File: src/rtl/fifo_write_arbiter_if.sv
// Requester/FIFO-side bundle for fifo_write_arbiter.
// FIFO_ARB_BURST_LOCK_EN adds the per-requester req_last end-of-burst flags.
interface fifo_write_arbiter_if #(
  parameter int N_REQ  = 4,
  parameter int DATA_W = 8,
  parameter int CAP    = 254
);
  localparam int CNT_W = $clog2(CAP + 1);
  localparam int SRC_W = $clog2(N_REQ);

  logic [N_REQ-1:0]        req;
  logic [N_REQ*DATA_W-1:0] req_data;
  logic [N_REQ-1:0]        gnt;
  logic                    fifo_write_e;
  logic [DATA_W-1:0]       fifo_write_data;
  logic [SRC_W-1:0]        fifo_src;
  logic                    fifo_read_e;
  logic [CNT_W-1:0]        level;
  logic                    full;
  logic                    empty;
`ifdef FIFO_ARB_BURST_LOCK_EN
  logic [N_REQ-1:0]        req_last;
`endif

  modport master (
    output req, req_data, fifo_read_e,
`ifdef FIFO_ARB_BURST_LOCK_EN
    output req_last,
`endif
    input  gnt, fifo_write_e, fifo_write_data, fifo_src, level, full, empty
  );

  modport slave (
    input  req, req_data, fifo_read_e,
`ifdef FIFO_ARB_BURST_LOCK_EN
    input  req_last,
`endif
    output gnt, fifo_write_e, fifo_write_data, fifo_src, level, full, empty
  );
endinterface

File: src/rtl/fifo_write_arbiter.sv
// Round-robin arbiter sharing one FIFO write port, with its own occupancy counter.
// Optional FIFO_ARB_BURST_LOCK_EN keeps the grant on one requester until req_last.
module fifo_write_arbiter #(
  parameter int N_REQ  = 4,
  parameter int DATA_W = 8,
  parameter int CAP    = 254
) (
  input logic                clk,
  input logic                reset,
  fifo_write_arbiter_if.slave bus
);
  localparam int CNT_W = $clog2(CAP + 1);
  localparam int SRC_W = $clog2(N_REQ);

  logic [SRC_W-1:0]  last;
  logic [SRC_W-1:0]  win;
  logic              found;
  logic [N_REQ-1:0]  elig;
  logic [N_REQ-1:0]  gnt_c;
  logic [CNT_W-1:0]  level;
  logic              space;
  logic              accept;
  logic              pop;
  logic              write_e;
  logic [DATA_W-1:0] write_data;
  logic [SRC_W-1:0]  src;

`ifdef FIFO_ARB_BURST_LOCK_EN
  typedef enum logic {OPEN, LOCKED} lock_state_t;
  lock_state_t      lock_state;
  logic [SRC_W-1:0] lock_id;
`endif

  always_comb begin
    elig = '1;
`ifdef FIFO_ARB_BURST_LOCK_EN
    if (lock_state == LOCKED) begin
      elig          = '0;
      elig[lock_id] = 1'b1;
    end
`endif
  end

  // Rotating search starting just after the last winner; k == N_REQ revisits last itself.
  always_comb begin
    found = 1'b0;
    win   = last;
    for (int unsigned k = 1; k <= N_REQ; k++) begin
      logic [SRC_W-1:0] cand;
      cand = SRC_W'((int'(last) + int'(k)) % N_REQ);
      if (!found && bus.req[cand] && elig[cand]) begin
        found = 1'b1;
        win   = cand;
      end
    end
  end

  // A pop in the same cycle does not open space: grant looks only at the current level.
  assign space  = (level < CNT_W'(CAP));
  assign accept = found && space;
  assign pop    = bus.fifo_read_e && (level != '0);

  always_comb begin
    gnt_c = '0;
    if (accept) gnt_c[win] = 1'b1;
  end

  always_ff @(posedge clk or posedge reset) begin
    if (reset) begin
      write_e    <= 1'b0;
      write_data <= '0;
      src        <= '0;
      level      <= '0;
      last       <= SRC_W'(N_REQ - 1);
`ifdef FIFO_ARB_BURST_LOCK_EN
      lock_state <= OPEN;
      lock_id    <= '0;
`endif
    end else begin
      write_e <= accept;
      if (accept) begin
        write_data <= bus.req_data[win*DATA_W +: DATA_W];
        src        <= win;
        last       <= win;
`ifdef FIFO_ARB_BURST_LOCK_EN
        if (lock_state == OPEN && !bus.req_last[win]) begin
          lock_state <= LOCKED;
          lock_id    <= win;
        end else if (lock_state == LOCKED && bus.req_last[win]) begin
          lock_state <= OPEN;
        end
`endif
      end
      if (accept && !pop)      level <= level + 1'b1;
      else if (pop && !accept) level <= level - 1'b1;
    end
  end

  assign bus.gnt             = gnt_c;
  assign bus.fifo_write_e    = write_e;
  assign bus.fifo_write_data = write_data;
  assign bus.fifo_src        = src;
  assign bus.level           = level;
  assign bus.full            = (level == CNT_W'(CAP));
  assign bus.empty           = (level == '0);
endmodule

File: src/flat_wrapper.sv
// flat-port wrapper written by rule: the top's interface ports become plain ports
module fifo_write_arbiter_flat 
#(
  parameter int N_REQ  = 4,
  parameter int DATA_W = 8,
  parameter int CAP    = 254
)
  (clk, reset, bus_req, bus_req_data, bus_fifo_read_e, bus_gnt, bus_fifo_write_e, bus_fifo_write_data, bus_fifo_src, bus_level, bus_full, bus_empty);
  fifo_write_arbiter_if #(.N_REQ(N_REQ), .DATA_W(DATA_W), .CAP(CAP)) bus_i ();
  input logic clk;
  input logic reset;
  input wire logic [$bits(bus_i.req)-1:0] bus_req;
  input wire logic [$bits(bus_i.req_data)-1:0] bus_req_data;
  input wire logic [$bits(bus_i.fifo_read_e)-1:0] bus_fifo_read_e;
  output wire logic [$bits(bus_i.gnt)-1:0] bus_gnt;
  output wire logic [$bits(bus_i.fifo_write_e)-1:0] bus_fifo_write_e;
  output wire logic [$bits(bus_i.fifo_write_data)-1:0] bus_fifo_write_data;
  output wire logic [$bits(bus_i.fifo_src)-1:0] bus_fifo_src;
  output wire logic [$bits(bus_i.level)-1:0] bus_level;
  output wire logic [$bits(bus_i.full)-1:0] bus_full;
  output wire logic [$bits(bus_i.empty)-1:0] bus_empty;
  assign bus_i.req = bus_req;
  assign bus_i.req_data = bus_req_data;
  assign bus_i.fifo_read_e = bus_fifo_read_e;
  assign bus_gnt = bus_i.gnt;
  assign bus_fifo_write_e = bus_i.fifo_write_e;
  assign bus_fifo_write_data = bus_i.fifo_write_data;
  assign bus_fifo_src = bus_i.fifo_src;
  assign bus_level = bus_i.level;
  assign bus_full = bus_i.full;
  assign bus_empty = bus_i.empty;
  fifo_write_arbiter #(.N_REQ(N_REQ), .DATA_W(DATA_W), .CAP(CAP)) u_core (.clk(clk), .reset(reset), .bus(bus_i));
endmodule
File: config.mk
export PLATFORM = sky130hd
export DESIGN_NAME = fifo_write_arbiter_flat
export DESIGN_NICKNAME = d
export VERILOG_FILES = /design/src/rtl/fifo_write_arbiter_if.sv /design/src/rtl/fifo_write_arbiter.sv /design/src/flat_wrapper.sv
export SDC_FILE = /design/constraint.sdc
export NUM_CORES = 1
export LEC_CHECK = 0
export ABC_CLOCK_PERIOD_IN_PS = 7800
export BUFFER_PORTS_ARGS = -buffer_cell sky130_fd_sc_hd__buf_2
export CORE_ASPECT_RATIO = 1.5
export CORE_MARGIN = 2
export CORE_UTILIZATION = 51
export DETAILED_ROUTE_END_ITERATION = 10
export PLACE_DENSITY = 0.85
export SKIP_LAST_GASP = 1
export SYNTH_ARGS = -nofsm -noshare
export SYNTH_HDL_FRONTEND = slang
export SYNTH_SLANG_ARGS = --single-unit
File: constraint.sdc
create_clock -name clk -period 7.8 [get_ports clk]
set_input_delay 0.78 -clock clk [delete_from_list [all_inputs] [get_ports clk]]
set_output_delay 0.78 -clock clk [all_outputs]
set_load 0.05 [all_outputs]
==> impl_metrics.tcl <==
set metrics [dict create \
    drt_iter0_markers 43 \
    setup_tns_ns 0 \
    status "finished clean" \
    antenna_found_initial 0 \
    multiInputGateArea_um2 903 \
    drv_slew 0 \
    synth_top_area_cell "dfrtp_1" \
    synth_top_area_share_pct 32.1 \
    nets 261 \
    synth_edf_count 0 \
    synth.ff_latch_count 21 \
    antenna_cells 0 \
    worst_slew_pin_slew_ns 1.03 \
    wl_per_cell_um 14.3 \
    syn_area_um2 1480 \
    synth-async-reset-ratio_pct 100 \
    start_util_pct 51.9 \
    ys_seq_area_share_pct 35.6 \
    grt_max_degree 23 \
    p_leak_nw 0.916 \
    hold_buffers 0 \
    io_buffers 63 \
    layout.area.seq_um2 528 \
    maxCapViolations 0 \
    path_clk_slew_ns 0.07 \
    rsz0062_at_grt "false" \
    place_hpwl_um 2810 \
    path_buf_inv 2 \
    cp_max_fo 22 \
    ir_worst_vdd_uv 326 \
    htreeDepth 1 \
    cp-start-kind "primary input" \
    synth.cells.most_frequent "dfrtp_1 (19), nor2_1 (18), mux2i_1 (12)" \
    max_stage_delay_ns 0.83 \
    gr-total-overflow 0 \
    crit_chain "buf_2, nor2b_1, o21ba_2, nor3_4, and2_1, buf_2" \
    num_rows 24 \
    synth_most_common_cell "dfrtp_1" \
    pin_count 64 \
    synth_area_leaders "dfrtp_1 (32%), mux2i_1 (8.1%), ha_1 (5.9%)" \
    fp.dieH_um 70.0 \
    critical_path.endpoint_type "output port" \
    final_hold_viol_count 0 \
    fillerInstances 258 \
    clock_latency_ns 0.26 \
    dr.pass1.iters 4 \
    clockBufferDepth 2 \
    wl_um 3590 \
    grt_pass1_vias 1316 \
    cts_tree "yes" \
    areaGrowthSynthToFinish_pct 25.1 \
    design_power_total_uw 901 \
    setup_viol 0 \
    synth_nets 199 \
    yosysWarnings 0 \
    drive_above_1_share_pct 37.1 \
    hp-class "flip-flop to flip-flop" \
    crit_top_cell "buf_2" \
    cp_top_family "simple AND/OR/NAND/NOR gates" \
    dieArea_um2 3360 \
    max_freq_mhz 293 \
    fp.dieW_um 48.0 \
    ys_types 45 \
    fin_crit_sh_pct 43.7 \
    post-cts-setup-buffers 0 \
    syn_area_per_cell_um2 9.75 \
    cts_root_buf "clkbuf_8" \
    cts_buffers 3 \
    grt_use_total_pct 22.8 \
    cp_data_arrival_time_ns 2.63 \
    slowest_stage "nor3_4" \
    grt_pass1_wl_um 5590 \
    num_vias 1420 \
    powerDensity_nw_per_um2 486 \
    crit_type "primary input to output port" \
    clock-sinks 21 \
    synth_cells 152 \
    drcViolationCount 0 \
    gp_congestion 0.860 \
    core_um2 2850 \
    synthFlopType "dfrtp_1" \
    antenna_left 0 \
    crit_required_ns 7.02 \
    finalCriticalPeriod_ns 3.41 \
    slew_headroom_pct 31.2 \
    cts_resized 0 \
    viasPerCell 5.63 \
    fin_skew_ns 0.0102 \
]
-- state kept, by name (all words and copies together) (netlist names) --
signal,flops
u_core.last,2
u_core.bus.fifo_write_e,1
u_core.bus.level,8
u_core.bus.fifo_src,2
u_core.bus.fifo_write_data,8
-- per-stage QoR --
| stage | cells | utilization, % | setup slack (ns) | area, um^2 | hold slack, ns |
|---|---|---|---|---|---|
| after floorplan | 152 | - | 4.45 | 1480 | 0.490 |
| after global routing | 252 | 65.0 | 4.13 | 1850 | 0.508 |
| after global placement | 248 | 63.3 | 4.25 | 1810 | 0.476 |
| after CTS | 252 | 65.0 | 4.35 | 1850 | 0.490 |
| after detailed placement | 248 | 63.3 | 4.12 | 1810 | 0.474 |
| final | 252 | 65.0 | 4.39 | 1850 | 0.493 |
-- per-layer routing --
layer	vias up	global-route usage, %	routed length, um
li1	699	-	-
met1	667	27.8	1470
met2	45	38.4	1910
met3	9	2.07	115
met4	0	9.61	102
met5	-	0	0
-- cell type report --
type	instances	share of cell area [%]
Sequential cell	21	28.5
Tap cell	39	2.63
Clock inverter	1	0.270
Multi-Input combinational cell	122	48.8
Timing Repair Buffer	63	17.0
Inverter	3	0.608
Clock buffer	3	2.23
-- placed cells by master, fill, tap and decap left out, types with 2 or more instances in the layout --
cell type | netlist | layout
nor4_1 | 3 | 3
dfrtp_1 | 19 | 19
clkbuf_8 | 0 | 3
nand4_1 | 2 | 2
a221oi_1 | 7 | 7
xnor2_1 | 3 | 3
or4_1 | 2 | 2
a21o_1 | 5 | 5
nand2_1 | 5 | 5
and2_1 | 3 | 3
mux2i_1 | 12 | 12
nand2b_1 | 2 | 2
o31ai_1 | 2 | 2
dfstp_2 | 2 | 2
o21bai_1 | 2 | 2
buf_2 | 1 | 63
nor3_1 | 3 | 3
inv_1 | 2 | 2
nor2_1 | 18 | 18
nor2b_1 | 3 | 3
ha_1 | 7 | 7
mux2_2 | 2 | 2
nor3b_1 | 4 | 4
a211oi_1 | 2 | 2
o21ai_0 | 7 | 7
a21oi_1 | 8 | 8
xor2_1 | 3 | 3
a41o_1 | 2 | 2
-- final timing paths --
check,slack [ns],from,cells after the start,end
setup / recovery,4.39,bus_req[1],6,bus_gnt[2]
hold / removal,0.49,u_core.bus.fifo_src[1]$_DFFE_PP0P_,1,u_core.bus.fifo_src[1]$_DFFE_PP0P_
setup reg to reg,4.49,u_core.bus.level[1]$_DFFE_PP0P_,12,u_core.bus.level[6]$_DFFE_PP0P_
hold reg to reg,0.49,u_core.bus.fifo_src[1]$_DFFE_PP0P_,1,u_core.bus.fifo_src[1]$_DFFE_PP0P_
max in group asynchronous,6.66,reset,2,u_core.bus.fifo_write_data[0]$_DFFE_PP0P_
min in group asynchronous,0.65,reset,2,u_core.bus.fifo_src[0]$_DFFE_PP0P_
-- worst reg2reg max path: stages, from the launching register on --
cell	delay, ns
dfrtp_1	0.45
and4_1	0.22
nand4_1	0.27
o41ai_2	0.21
inv_2	0.25
ha_1	0.30
inv_1	0.22
fa_1	0.28
a21o_1	0.13
a21o_1	0.14
a21oi_1	0.09
or4b_2	0.61
nand3_1	0.08
-- power breakdown --
group / leakage (nW) / internal, mW / switching [mW]
registers: 0.240 / 0.168 / 0.0517
clock network: 0.0255 / 0.0356 / 0.0348
logic: 0.651 / 0.204 / 0.408
total: 0.916 / 0.407 / 0.494
-- cells by family (layout without fill, tap and decap cells) --
family / count (synthesis) / in the layout / share of synthesized area, %
XOR/XNOR: 6 / 6 / 3.55
multiplexers: 14 / 14 / 9.63
adder cells (fa/ha/maj): 8 / 8 / 7.26
AO/OA/AOI/OAI: 42 / 42 / 20.7
flip-flops: 21 / 21 / 35.6
buffers and inverters: 9 / 70 / 3.38
AND/OR/NAND/NOR: 52 / 52 / 19.8
(Power assumes the default switching activity.)
